$ cat src/rtl/fifo_pkg.sv
// fifo_pkg: shared defaults and width helper for the FIFO family.
package fifo_pkg;
  localparam int DEF_W = 8;
  localparam int DEF_DEPTH = 16;
  function automatic int clog2(input int n);
    int r;
    r = 0;
    while ((1 << r) < n) r++;
    return r;
  endfunction
endpackage

$ cat src/rtl/fifo_ram.sv
// fifo_ram: simple dual-port storage, one write port and one registered read port, no reset.
module fifo_ram
  import fifo_pkg::*;
#(
  parameter int W = DEF_W,
  parameter int DEPTH = DEF_DEPTH,
  parameter int AW = clog2(DEPTH)
) (
  input  logic          clk,
  input  logic          i_we,
  input  logic [AW-1:0] i_waddr,
  input  logic [W-1:0]  i_wdata,
  input  logic          i_re,
  input  logic [AW-1:0] i_raddr,
  output logic [W-1:0]  o_rdata
);
  logic [W-1:0] r_mem [DEPTH];
  logic [W-1:0] r_q;
  always_ff @(posedge clk) begin
    if (i_we) r_mem[i_waddr] <= i_wdata;
    if (i_re) r_q <= r_mem[i_raddr];
  end
  assign o_rdata = r_q;
endmodule

$ cat src/rtl/async_fifo_core.sv
// async_fifo_core: single-clock FIFO with registered read data and full/afull/empty/aempty flags.
module async_fifo_core
  import fifo_pkg::*;
#(
  parameter int W = DEF_W,
  parameter int DEPTH = DEF_DEPTH,
  parameter int AW = clog2(DEPTH)
) (
  input  logic         clk,
  input  logic         reset,
  input  logic         wr_en,
  input  logic [W-1:0] wr_data,
  output logic         full,
  output logic         afull,
  input  logic         rd_en,
  output logic [W-1:0] rd_data,
  output logic         empty,
  output logic         aempty
);
  logic [AW-1:0] r_wptr, r_rptr;
  logic [AW:0]   r_count;
  logic          r_zero;
  logic          w_wr_acc, w_rd_acc;
  logic [W-1:0]  w_q;
  assign full     = r_count == (AW+1)'(DEPTH);
  assign afull    = r_count >= (AW+1)'(DEPTH-1);
  assign empty    = r_count == '0;
  assign aempty   = r_count <= (AW+1)'(1);
  assign w_wr_acc = wr_en & ~full & ~reset;
  assign w_rd_acc = rd_en & ~empty & ~reset;
  always_ff @(posedge clk) begin
    if (reset) begin
      r_wptr  <= '0;
      r_rptr  <= '0;
      r_count <= '0;
      r_zero  <= 1'b1;
    end else begin
      if (w_wr_acc) r_wptr <= r_wptr + 1'b1;
      if (w_rd_acc) r_rptr <= r_rptr + 1'b1;
      if (w_rd_acc) r_zero <= 1'b0;
      r_count <= r_count + (AW+1)'(w_wr_acc) - (AW+1)'(w_rd_acc);
    end
  end
  // RAM has no reset, so the reset value of rd_data is masked in until the first real read
  assign rd_data = r_zero ? '0 : w_q;
  fifo_ram #(.W(W), .DEPTH(DEPTH), .AW(AW)) u_ram (
    .clk     (clk),
    .i_we    (w_wr_acc),
    .i_waddr (r_wptr),
    .i_wdata (wr_data),
    .i_re    (w_rd_acc),
    .i_raddr (r_rptr),
    .o_rdata (w_q)
  );
endmodule

$ cat config.mk
export PLATFORM = sky130hd
export DESIGN_NAME = async_fifo_core
export DESIGN_NICKNAME = d
export VERILOG_FILES = /design/src/rtl/fifo_pkg.sv /design/src/rtl/fifo_ram.sv /design/src/rtl/async_fifo_core.sv
export SDC_FILE = /design/constraint.sdc
export NUM_CORES = 1
export LEC_CHECK = 0
export ABC_AREA = 1
export CELL_PAD_IN_SITES_DETAIL_PLACEMENT = 0
export CELL_PAD_IN_SITES_GLOBAL_PLACEMENT = 1
export CORE_AREA = 2 2 123 125
export CTS_CLUSTER_DIAMETER = 40
export DETAILED_ROUTE_END_ITERATION = 8
export DIE_AREA = 0 0 125 127
export HOLD_SLACK_MARGIN = 0.08
export MAX_ROUTING_LAYER = met4
export PLACE_DENSITY = 0.78
export SYNTH_ARGS = -nofsm -noshare
export SYNTH_HDL_FRONTEND = slang
export SYNTH_SLANG_ARGS = --single-unit
$ cat constraint.sdc
create_clock -name clk -period 3.7 [get_ports clk]
set_input_delay 0.925 -clock clk [delete_from_list [all_inputs] [get_ports clk]]
set_output_delay 0.925 -clock clk [all_outputs]
set_load 0.02 [all_outputs]
# Word-level counts from Yosys, hierarchy flattened
# Memories as Yosys holds them, arrays and structs flattened. A register that Yosys moved wholly into a read port is not among the register bits.
# Cells that the tools add are included.
dict set report word_totals {
  ff_bits 14
  out_inout_bits 12
  ram_bits 128
  word_cells 23
  input_bits 12
  mem_count 1
}
# name depth word_bits read_ports rd_clocked_by_memory_dff write_ports line_no
set memory_table {}
lappend memory_table {u_ram.r_mem 16 8 1 1 1 fifo_ram.sv:17} ;# logic [W-1:0] r_mem [DEPTH];
dict set report op_classes {
  addsub 4
  n_mux 3
  n_lt_le_gt_ge 2
  n_reduce_logical 1
  eq_ne 1
  bitwise_logic 7
}
# op n
set ops {}
lappend ops {{$add A4 B1 Y4 const B} 2}
lappend ops {{$mux W8} 1}
lappend ops {{$add A5 B1 Y5} 1}
lappend ops {{$eq A5 B5 Y1 const B} 1}
lappend ops {{$ge A5 B4 Y1 const B} 1}
lappend ops {{$le A5 B1 Y1 const B} 1}
lappend ops {{$logic_not A5 Y1} 1}
lappend ops {{$sub A5 B1 Y5} 1}
lappend ops {{$and A1 B1 Y1} 4}
lappend ops {{$not A1 Y1} 3}
lappend ops {{$mux W1} 2}

# Depth between registers and ports, before layout
dict set report depth {
  ltp_word 6
  ltp_mapped 18
  ltp_nobuf 18
}

# By module
# A second synthesis with hierarchy kept.
dict set report hier_totals {
  cells_unflattened 696
  hier_area_um2 6835.3
}
# mod seq_area_each_um2 area_each_um2 instances cells_each
set modules_own_cells {}
lappend modules_own_cells {fifo_ram 4083.9 5846.9 1 551}
lappend modules_own_cells {async_fifo_core 280.3 988.4 1 145}

# Worst setup path after synthesis
# OpenSTA, ideal clock, no wires.
dict set report synth_path {
  path_kind {input to register}
  from {input port rd_en}
  to {register r_count[4]}
  path_stages 11
  required_time_ps 3587
  arrival_time_ps 2727
  setup_time_ps 113
  n_path_buf 0
  setup_slack_ps 860
  path_cell_list {nand2_1 > nor2_1 > ha_1 > inv_1 > ha_1 > inv_1 > fa_1 > o21bai_1 > a21oi_1 > nor2_1 > nor2_1}
}
dict set report synth_via {
  elab_chain_cells 3
}
# item line_no
set synth_rtl {}
lappend synth_rtl {{start: declaration} async_fifo_core.sv:15} ;# input logic rd_en,
lappend synth_rtl {{$and A1 B1 Y1 (2 in series)} async_fifo_core.sv:30} ;# assign w_rd_acc = rd_en & ~empty & ~reset;
lappend synth_rtl {{net u_ram.i_re} fifo_ram.sv:13} ;# input logic i_re,
lappend synth_rtl {{$sub A5 B1 Y5} async_fifo_core.sv:41} ;# r_count <= r_count + (AW+1)'(w_wr_acc) - (AW+1)'(w_rd_acc);
lappend synth_rtl {{end signal: assignment} async_fifo_core.sv:41}
lappend synth_rtl {{end: declaration} async_fifo_core.sv:21} ;# logic [AW:0] r_count;
# The timed path passes the listed nets, and every way through them passes these cells.
# A chain may end at the register's enable or synchronous reset.

# Worst setup path after layout
dict set report layout_path {
  from {register r_count[2]}
  to {output port empty}
}
dict set report layout_via {
  elab_chain_cells 1
}
# item line_no
set layout_rtl {}
lappend layout_rtl {{$logic_not A5 Y1} async_fifo_core.sv:27} ;# assign empty = r_count == '0;
lappend layout_rtl {{end: declaration} async_fifo_core.sv:17} ;# output logic empty,
# Every way passes these cells.

==> metrics.txt <==
Sink Count 150; Layout area overhead 14.75%; Reg clk slew, reported paths 0.06 ns; Ant. Diodes 0; Setup crit end kind output port; Post-Syn Area 6820 um^2; crit start category flop; biggest area consumer among synthesized cells edfxtp_1; met2 usage 32.23%; via/cell ratio 4.988; worst vdd rail ir drop 0.3399 mV; Seq pwr share 39.7%; HP Start r_wptr[0]$_SDFFE_PP0P_; Vias 4584; Synth top area share 59.88%; Final Slew Violations 0; Async SR Flop Fraction 0%; Fmax 322.5 MHz; crit path DAT 2.18 ns; critical path's slowest cell clkdlybuf4s50_1; sequential share of the synthesized area 63.99%; Ys Warns 0; grt total ovfl 0; Core Region 14420 um^2; outcome finished clean; ANT nets after route 0; Synth Register Bits 150; dominant synthesized flop cell edfxtp_1; GRT Total Usage 20.32%; synth top area cells edfxtp_1 (60%), nand2_1 (11%), nand3_1 (7.8%), inv_1 (7.0%), dfxtp_1 (4.1%); drt total wl 14.88 mm; Die ar. 15880 um^2; # DRC 0; sw frac 29.34%; measured slew at the worst slew-check pin 1.101 ns; met3 Resource Use GR 4.146%; layout cells sized above 1 6.531%; initial core utilization 47.28%; Port-buffer cells 23; Pint 3.592 mW; Gate power share 23.5%; Hold-fix buffers, CTS 0; Switch Pwr 1.491 mW; Lkg Pwr 3.378 nW; Worst path most repeated cell inv_1; initial DRC count 454; # H-tree levels 4; WS Path Type reg2out; Clk network pwr share 36.9%; Final Non-Filler Cells 919; clock skew 0.006876 ns; GRT busiest layer met2; HP Class reg2reg; largest net degree at the start of global routing 68; worst-path cell chain inv_1 > ha_1 > inv_1 > nor2_2 > nand3_2 > inv_1 > clkdlybuf4s50_1; RSZ-0062 raised after global routing false; DP HPWL 9.267 mm; Mapped Cells 701; Max-cap violations 0; Ports 24; initial antenna violation count 0; Synth top cells by count nand2_1 (197), edfxtp_1 (136), inv_1 (128); Num CTS Buffers 17; DP Cell Count 888; CP startpoint r_count[2]$_SDFF_PP0_; Post-synth EDFFs 136; per-cell routed wire length 16.19 um; most numerous cell in the Yosys netlist nand2_1; Gates resized, CTS repair 0; Cell variety after synth 22; Tmin final 3.101 ns; row count 44; GR Util met1 26.12%; Die Span Y 127 um; crit-path max FO 7; drt pass-1 iters 6; Post-CTS Setup Inserts 0; latest clock arrival within the worst-skew pair 0.43 ns; final worst-path cycle share 83.80%; final setup TNS 0 ns; RR Startpoint r_count[2]$_SDFF_PP0_; P per Cell Area 649.4 nW/um^2; post-synth net total 731; final setup vio count 0; slew margin rel. 26.49%; Final nets 753; CTS root buf clkbuf_16; Die Wd 125 um; CP max stage delay 0.60 ns; first-pass GRT wire length 23.60 mm; Final GP Congestion 0.8136; vias in the first global route 4396; synthesized area per cell 9.729 um^2; post-route total power 5.083 mW; CTS Buffer Depth 2; Crit path required time 2.77 ns; CTS tree done; final hold violation count 0
[cell families after synthesis]
logic type,after synthesis,share of synthesized area (%)
fa+ha+maj,18,3.412
buf+inv,164,9.705
simple gates,360,22.20
compound gates,9,0.6970
flops,150,63.99
[metal layers]
layer,vias to the layer above,share of wire (%)
met5,-,0
met4,0,2.0
met3,19,5.5
met2,125,47
met1,2164,45
li1,2276,-
[final timing paths]
check                           end  slack (ns)  cells after the start
min reg2reg  r_wptr[0]$_SDFFE_PP0P_        0.54                      2
max reg2reg   r_count[4]$_SDFF_PP0_        1.00                     18
max                           empty        0.60                      7
min          r_wptr[0]$_SDFFE_PP0P_        0.54                      2
[final cells by class]
type / instances / area (um^2)
Inverter: 137 / 514.2
Sequential cell: 150 / 4365
Timing Repair Buffer: 30 / 282.8
Multi-Input combinational cell: 387 / 1794
Tap cell: 184 / 230.2
Clock inverter: 13 / 210.2
Clock buffer: 18 / 429.2
Fill cell: 1248 / 6598
[power by group through the flow]
stage | registers (mW) | logic (mW) | clock network [mW]
4_1_cts | 2.02 | 1.20 | 1.90
2_1_floorplan | 2.02 | 0.854 | 0
5_1_grt | 2.03 | 1.35 | 1.97
3_3_place_gp | 2.05 | 1.19 | 0
6_report | 2.02 | 1.19 | 1.87
3_5_place_dp | 2.05 | 1.19 | 0
[state kept, by name, indices dropped and copies added (netlist names)]
name / flops
r_rptr: 4
u_ram.r_mem: 128
r_wptr: 4
r_zero: 1
u_ram.o_rdata: 8
r_count: 5
[cells in the final DEF (no fill, tap or decap), drive strengths merged]
| master | n |
|---|---|
| a21oi | 5 |
| buf | 7 |
| bufinv | 6 |
| clkbuf | 18 |
| clkdlybuf4s50 | 23 |
| clkinv | 7 |
| dfxtp | 14 |
| edfxtp | 136 |
| fa | 1 |
| ha | 17 |
| inv | 137 |
| nand2 | 198 |
| nand3 | 108 |
| nand4 | 4 |
| nor2 | 50 |
| o21ai | 3 |
| o21bai | 1 |
[through the flow]
stage / setup WS [ns] / utilization, % / cell area (um^2) / hold slack, ns
floorplan: 0.8599 / - / 6820 / 0.5018
global placement: 0.5089 / 49.83 / 7187 / 0.5302
detailed placement: 0.5027 / 49.83 / 7187 / 0.5292
CTS: 0.5604 / 54.26 / 7826 / 0.5383
global route: 0.4206 / 54.26 / 7826 / 0.5683
finish: 0.5994 / 54.26 / 7826 / 0.5378
[critical path, delay by kind of cell (launching register included)]
| family | cells | cell delay (ns) |
|---|---|---|
| adder cells (fa/ha/maj) | 1 | 0.16 |
| buffers and inverters | 4 | 0.90 |
| flip-flops | 1 | 0.36 |
| AND/OR/NAND/NOR | 2 | 0.34 |
Note: power is estimated with default switching activity, not from simulation.
